## config.mk

```make
export PLATFORM = sky130hd
export DESIGN_NAME = clk_divider_prog
export DESIGN_NICKNAME = d
export VERILOG_FILES = /design/src/rtl/clk_divider_prog.sv
export SDC_FILE = /design/constraint.sdc
export NUM_CORES = 1
export LEC_CHECK = 0
export BUFFER_PORTS_ARGS = -buffer_cell sky130_fd_sc_hd__buf_2
export CAP_MARGIN = 10
export CORE_ASPECT_RATIO = 1.1
export CORE_MARGIN = 2
export CORE_UTILIZATION = 40
export CTS_CLUSTER_SIZE = 16
export DETAILED_ROUTE_END_ITERATION = 10
export SLEW_MARGIN = 20
export SYNTH_ARGS = -nofsm -noshare
export SYNTH_HDL_FRONTEND = slang
export SYNTH_SLANG_ARGS = --single-unit
```

## constraint.sdc

```tcl
create_clock -name clk_i -period 9.96 [get_ports clk_i]
set_input_delay 2.988 -clock clk_i [delete_from_list [all_inputs] [get_ports clk_i]]
set_output_delay 2.988 -clock clk_i [all_outputs]
set_load 0.005 [all_outputs]
```

## src/rtl/clk_divider_prog.sv

```systemverilog
// Runtime-programmable clock divider: period loaded via load/ack handshake, applied at a period boundary.
// Optional macro CLKDIV_DUTY_EN adds duty_val_i to program the high time together with the period.
module clk_divider_prog #(
    parameter int unsigned WIDTH       = 32,
    parameter int unsigned DEFAULT_DIV = 32'd40_000_000
) (
    input  logic             clk_i,
    input  logic             rst_i,
    input  logic             en_i,
    input  logic [WIDTH-1:0] div_val_i,
    input  logic             div_load_i,
`ifdef CLKDIV_DUTY_EN
    input  logic [WIDTH-1:0] duty_val_i,
`endif
    output logic             div_ack_o,
    output logic             div_pending_o,
    output logic             div_err_o,
    output logic             clk_div_o,
    output logic             tick_o
);

    localparam logic [WIDTH-1:0] ONE   = WIDTH'(1);
    localparam logic [WIDTH-1:0] TWO   = WIDTH'(2);
    localparam logic [WIDTH-1:0] DEF_P = WIDTH'(DEFAULT_DIV);
    localparam logic [WIDTH-1:0] DEF_L = DEF_P >> 1;

    logic [WIDTH-1:0] cnt_q, cnt_d;
    logic [WIDTH-1:0] per_q, per_d;
    logic [WIDTH-1:0] low_q, low_d;
    logic [WIDTH-1:0] per_n_q, per_n_d;
    logic [WIDTH-1:0] low_n_q, low_n_d;
    logic             pend_q, pend_d;
    logic             ack_q, ack_d;
    logic             err_q, err_d;
    logic             clk_q, clk_d;
    logic             tick_q, tick_d;

    logic [WIDTH-1:0] load_per;
    logic [WIDTH-1:0] load_low;
    logic             load_bad;
    logic             boundary;
    logic             apply_now;
    logic             apply_pend;

    // Sanitise the requested period (and duty) into a legal low-phase length.
    always_comb begin
        load_per = (div_val_i < TWO) ? TWO : div_val_i;
        load_bad = (div_val_i < TWO);
`ifdef CLKDIV_DUTY_EN
        if (duty_val_i == '0) begin
            load_low = load_per - ONE;
            load_bad = 1'b1;
        end else if (duty_val_i >= load_per) begin
            load_low = ONE;
            load_bad = 1'b1;
        end else begin
            load_low = load_per - duty_val_i;
        end
`else
        load_low = load_per >> 1;
`endif
    end

    always_comb begin
        boundary   = en_i && (cnt_q == per_q - ONE);
        apply_now  = div_load_i && (!en_i || boundary);
        apply_pend = !div_load_i && pend_q && (!en_i || boundary);

        cnt_d   = cnt_q;
        per_d   = per_q;
        low_d   = low_q;
        per_n_d = per_n_q;
        low_n_d = low_n_q;
        pend_d  = pend_q;
        ack_d   = 1'b0;
        tick_d  = 1'b0;
        err_d   = err_q | (div_load_i & load_bad);
        clk_d   = clk_q;

        if (en_i) begin
            if (boundary) begin
                cnt_d  = '0;
                tick_d = 1'b1;
            end else begin
                cnt_d = cnt_q + ONE;
            end
        end

        // A fresh load wins over an older pending value; with en low it applies at once.
        if (apply_now) begin
            per_d  = load_per;
            low_d  = load_low;
            cnt_d  = '0;
            pend_d = 1'b0;
            ack_d  = 1'b1;
        end else if (apply_pend) begin
            per_d  = per_n_q;
            low_d  = low_n_q;
            cnt_d  = '0;
            pend_d = 1'b0;
            ack_d  = 1'b1;
        end else if (div_load_i) begin
            per_n_d = load_per;
            low_n_d = load_low;
            pend_d  = 1'b1;
        end

        if (en_i || ack_d) begin
            clk_d = (cnt_d >= low_d);
        end
    end

    always_ff @(posedge clk_i) begin
        if (rst_i) begin
            cnt_q   <= '0;
            per_q   <= DEF_P;
            low_q   <= DEF_L;
            per_n_q <= DEF_P;
            low_n_q <= DEF_L;
            pend_q  <= 1'b0;
            ack_q   <= 1'b0;
            err_q   <= 1'b0;
            clk_q   <= 1'b0;
            tick_q  <= 1'b0;
        end else begin
            cnt_q   <= cnt_d;
            per_q   <= per_d;
            low_q   <= low_d;
            per_n_q <= per_n_d;
            low_n_q <= low_n_d;
            pend_q  <= pend_d;
            ack_q   <= ack_d;
            err_q   <= err_d;
            clk_q   <= clk_d;
            tick_q  <= tick_d;
        end
    end

    assign div_ack_o     = ack_q;
    assign div_pending_o = pend_q;
    assign div_err_o     = err_q;
    assign clk_div_o     = clk_q;
    assign tick_o        = tick_q;

endmodule
```

Word level (Yosys, flattened, before mapping) --
Cells that the tools add are included.
Word-level totals: register bits after elaboration 164, ROM bits 0, memories kept 0, output and inout bits 5, bits in latches 0, logic and storage cells 44, input port bits 36, RAM bits 0
Operators by class: magnitude comparators 2, divide/modulo/power cells 0, shift operators 0, bitwise operators 5, reduce and logical (&&, ||, !) cells 12, $add $sub $neg 2, $mul 0, multiplexer cells 12, equality and inequality tests 1
Operator list (count):
- 32-bit 2-to-1 mux | 9
- 32-bit by 1-bit adder with 32-bit output, second input constant | 1
- 32-bit equality test | 1
- 32-bit greater-or-equal comparator | 1
- 32-bit by 2-bit < comparator with 1-bit output, second input constant | 1
- 32-bit by 1-bit subtractor with 32-bit output, second input constant | 1
- 1-bit logical AND | 4
- 1-bit 2-to-1 mux | 3
- 1-bit NOT | 3
- 3-bit AND reduction | 1
- 3-bit OR reduction | 1
- 1-bit zero test | 2
- 1-bit logical OR | 2
- 2-bit nonzero test | 1
- 2-bit OR reduction | 1
- 1-bit AND | 1
- 1-bit OR | 1

Logic depth before layout (Yosys ltp) --
word-level depth 8, depth in mapped cells 23, depth with buffers taken out 21

Least setup slack after synthesis --
No wires, ideal clock.
path type input -> register, start input en_i, end register clk_q (netlist: clk_div_o), arrival time 6.104 ns, stages 17, slack 3.737 ns, data required time 9.840 ns, cell sequence clkbuf_1 -> nand4_1 -> nor4_1 -> nor2b_1 -> nand4_1 -> xnor2_1 -> nor2_1 -> ha_1 -> a21o_1 -> a21o_1 -> a21o_1 -> a21o_1 -> a21oi_1 -> nor2b_1 -> o21ai_0 -> nand2_1 -> o31a_1
On the way: longest elaborated chain between the ends 6, elaborated cells on any way between the ends 15, classes of those cells order compare: 1; mux: 8; reduce/logical: 6
Ends and longest elaborated chain:
- start, declared | RTL line 9 | input logic en_i,
- 1-bit logical AND or 1-bit zero test (tied branches) | RTL line 65, 66, 67
- 32-bit 2-to-1 mux or 1-bit logical OR (tied branches) | RTL line 81, 66, 67
- 32-bit 2-to-1 mux or 1-bit logical AND (tied branches) | RTL line 80, 67
- 32-bit 2-to-1 mux | RTL line 96 | end else if (apply_pend) begin
- 32-bit 2-to-1 mux * | RTL line 90 | if (apply_now) begin
- via cnt_d[25] | RTL line 27 | logic [WIDTH-1:0] cnt_q, cnt_d;
- 32-bit greater-or-equal comparator * | RTL line 109 | clk_d = (cnt_d >= low_d);
- end signal, assigned | RTL line 134 | clk_q <= clk_d;
- end, declared | RTL line 35 | logic clk_q, clk_d;
The timed path passes the listed nets; every way through them passes the cells marked *. A chain may end at the register's enable or synchronous reset.

Final worst setup path --
start register per_q[0], end register clk_q (netlist: clk_div_o)
On the way: longest elaborated chain between the ends 8, elaborated cells on any way between the ends 16, classes of those cells add/sub: 1; order compare: 1; eq/ne: 1; mux: 8; reduce/logical: 5
Ends and longest elaborated chain:
- start, declared | RTL line 28 | logic [WIDTH-1:0] per_q, per_d;
- start signal, assigned | RTL line 127 | per_q <= per_d;
- 32-bit by 1-bit subtractor with 32-bit output * | RTL line 65 | boundary = en_i && (cnt_q == per_q - ONE);
- 32-bit equality test * | RTL line 65
- 1-bit logical AND * | RTL line 65
- 32-bit 2-to-1 mux or 1-bit logical OR (tied branches) | RTL line 81, 66, 67
- 32-bit 2-to-1 mux or 1-bit logical AND (tied branches) | RTL line 80, 67
- 32-bit 2-to-1 mux | RTL line 96
- 32-bit 2-to-1 mux * | RTL line 90
- via cnt_d[25] | RTL line 27
- 32-bit greater-or-equal comparator * | RTL line 109
Marked as above.

==> impl_metrics.py <==
metrics = {
    "status": {
        "status": "complete, no violations",
    },
    "synthesis": {
        "yosysMostFrequentCell": "nor2_1",
        "synth_compound_area_share_pct": 24.5,
        "synthAdderAreaFrac_pct": 5.11,
        "yosysWarnings": 0,
        "synth_cell_types": 68,
        "synthFlopType": "dfxtp_1",
        "synth_top_area_share_pct": 32.0,
        "synthTopCellsByCount": "nor2_1, dfxtp_1, nand2_1",
        "syn_area_sq_um": 8330,
        "synth_edf_count": 0,
        "synth-simple-area-share_pct": 23.8,
        "synth_seq_cells": 133,
        "synth.area.mux_share_pct": 3.15,
        "synthArstFlopShare_pct": 0,
        "synth_top_family_by_area": "compound AO/OA/AOI/OAI gates",
        "syn_area_per_cell_sq_um": 8.13,
        "synthCells": 1025,
        "synth_xor_area_share_pct": 6.83,
        "ys_seq_area_share_pct": 32.0,
        "synth_nets": 1095,
        "ys_top_cells_by_area": "dfxtp_1, nor2_1, a21o_1",
        "synth_top_area_cell": "dfxtp_1",
    },
    "detailed_routing": {
        "drt_wl_total_um": 24000,
        "ant_nets": 0,
        "drtIter0Drc": 560,
        "num_vias": 7708,
        "route.detailed.drc": 0,
        "first_pass_iters": 5,
        "vias_per_cell": 5.98,
        "wl_per_cell_um": 18.6,
    },
    "global_route": {
        "grt_pass1_vias": 6919,
        "track_usage_pct": 21.9,
        "antenna_found_initial": 0,
        "grt_pass1_wl_um": 38300,
        "grt_max_degree": 61,
        "overflow": 0,
    },
    "placed_design": {
        "dp_slack_ps": 2990,
        "dpl_cell_area_sq_um": 8640,
        "dpl.hpwl_um": 17000,
        "numPortBuffers": 40,
        "routabilityCongestion": 0.860,
    },
    "timing": {
        "worst_slack_ps": 3370,
        "rsz0062_at_grt": "false",
        "final_max_slew_viol_count": 0,
        "finClkSkew_ps": 13.6,
        "worst_slew_pin_slew_ps": 861,
        "setup_viol": 0,
        "fin_crit_ps": 6590,
        "hold_viol_final": 0,
        "tns_ps": 0,
        "fmax_mhz": 152,
        "relSlewSlack_pct": 42.1,
        "finalCritPeriodShare_pct": 66.1,
    },
    "clocking": {
        "post_cts_buffers": 0,
        "clk_latency_ps": 420,
        "cts_buffers": 17,
        "clk_pin_slew_ps": 60,
        "cts_tree": "built",
        "cts_sinks": 133,
        "clock_path_buffers": 2,
        "root_buffer": "clkbuf_16",
        "cts-htree-levels": 4,
        "post_cts_resized": 0,
        "cts_hold_buf": 0,
    },
    "worst_hold_path": {
        "hp-class": "register to register",
    },
    "die": {
        "dieArea_sq_um": 22000,
        "chipHeight_um": 155,
        "fp-row-count": 55,
        "die_x_um": 142,
        "core_sq_um": 20500,
        "io_pins": 41,
        "start_util_pct": 40.6,
    },
    "final_layout": {
        "syn2layout_area_growth_pct": 10.4,
        "fin_nets": 1090,
        "fin_area_sq_um": 9200,
        "drive_gt1_share_pct": 11.6,
        "n_antenna_cell": 0,
    },
    "power_and_ir_drop": {
        "p_per_area_nw_per_um2": 150,
        "power.leakage_nw": 3.88,
        "ir_drop_mv": 0.0860,
    },
    "setup_path": {
        "slowest_stage": "nor4_2",
        "cpPeakStageDelay_ps": 800,
        "timing.critical_path.mode_cell": "a21o_1",
        "crit_path_start_kind": "register",
        "critPathKind": "register to register",
        "cp-end-kind": "register",
        "crit_fanout": 30,
        "crit_arrival_ps": 6890,
        "worstPathCellList": "inv_1, ha_1, nor4b_1, and4_1, nand2_1, a211oi_1, nand4_1, nor4_2, a31oi_4, buf_4, nor2_2, buf_4, nor2_1, ha_1, a21o_1, a21o_1, a21o_1, a21o_1, a21oi_1, nor2b_1, o21ai_0, nand2_1, o31a_1",
        "worst_ep_required_time_ps": 10260,
    },
    "run": {
        "drv_cap": 0,
    },
}
-- worst max-delay path, delay by kind of cell (launching register included) --
family                     cells  cell delay, ps
and+or+nand+nor                9            2640
adders and majority gates      2             610
DFF                            1             350
AOI/OAI and AO/OA              9            2100
buffers and inverters          3             780
-- metal layers --
layer | vias to the layer above | part of all wire [%] | track usage (%)
met1 | 3673 | 49 | 33.4
met4 | 0 | 1.2 | 5.52
met2 | 260 | 43 | 32.3
met5 | - | 0 | 0
li1 | 3754 | - | -
met3 | 21 | 6.1 | 2.95
-- area by class of cell --
type	instances	area [sq um]
fill	2046	11300
inverter	14	52.6
clock buffer	21	450
multi-input combinational	801	5300
clock inverter	11	104
sequential	133	2660
tap	256	320
timing repair buffer	53	300
-- where the power goes --
part | internal (W) | switching (W) | leakage, nW | total, W
logic | 0.0000809 | 0.000116 | 2.52 | 0.000197
clock network | 0.000351 | 0.000246 | 0.267 | 0.000597
registers | 0.000555 | 0.0000299 | 1.09 | 0.000585
-- layout by cell type (no fill, tap or decap), types with 6 or more instances in the layout --
| master | instances |
|---|---|
| a22oi_1 | 10 |
| nand4_1 | 23 |
| xnor2_1 | 31 |
| clkbuf_16 | 17 |
| a21o_1 | 65 |
| a211oi_1 | 6 |
| buf_4 | 14 |
| a2bb2oi_1 | 6 |
| nor4_1 | 19 |
| buf_2 | 39 |
| or3_1 | 8 |
| xor2_1 | 34 |
| mux2i_1 | 24 |
| nand2_1 | 75 |
| o31a_1 | 29 |
| nor3_1 | 28 |
| nor2b_1 | 9 |
| nor2_1 | 151 |
| o22ai_1 | 22 |
| o221ai_1 | 28 |
| dfxtp_1 | 132 |
| a21oi_1 | 47 |
| nand3_1 | 15 |
| o21ai_0 | 24 |
| nor3_2 | 18 |
| ha_1 | 34 |
| inv_1 | 13 |
| and3_1 | 27 |
-- cells by family (layout without fill, tap and decap cells) --
| kind of cell | count (synthesis) | in the layout |
|---|---|---|
| xor gates and xnor gates | 65 | 65 |
| AOI/OAI and AO/OA | 278 | 278 |
| and+or+nand+nor | 398 | 398 |
| adders and majority gates | 34 | 34 |
| buffers and inverters | 91 | 99 |
| DFF | 133 | 133 |
| muxes | 26 | 26 |
-- path summary, 6_finish.rpt --
path              cells after the start  slack (ps)   endpoint  startpoint
setup / recovery                     23        3370  clk_div_o    per_q[0]
hold / removal                        1         450   low_q[0]    low_q[0]
hold reg to reg                       1         450   low_q[0]    low_q[0]
setup reg to reg                     23        3370  clk_div_o    per_q[0]
-- per-stage QoR --
stage	util, %	std cells	hold slack (ps)	power, W
2_1_floorplan	-	1025	420	0.000731
3_3_place_gp	42.1	1257	431	0.000788
3_5_place_dp	42.1	1257	434	0.000791
4_1_cts	44.8	1289	450	0.00138
5_1_grt	44.8	1289	494	0.00143
6_report	44.8	1289	451	0.00138
-- state kept, by name (all words and copies together), names as in the netlist --
register       count
div_ack_o          1
div_err_o          1
low_q             32
div_pending_o      1
tick_o             1
clk_div_o          1
per_q             32
per_n_q           32
cnt_q             32
No activity file was read; power rests on OpenSTA's default activity.
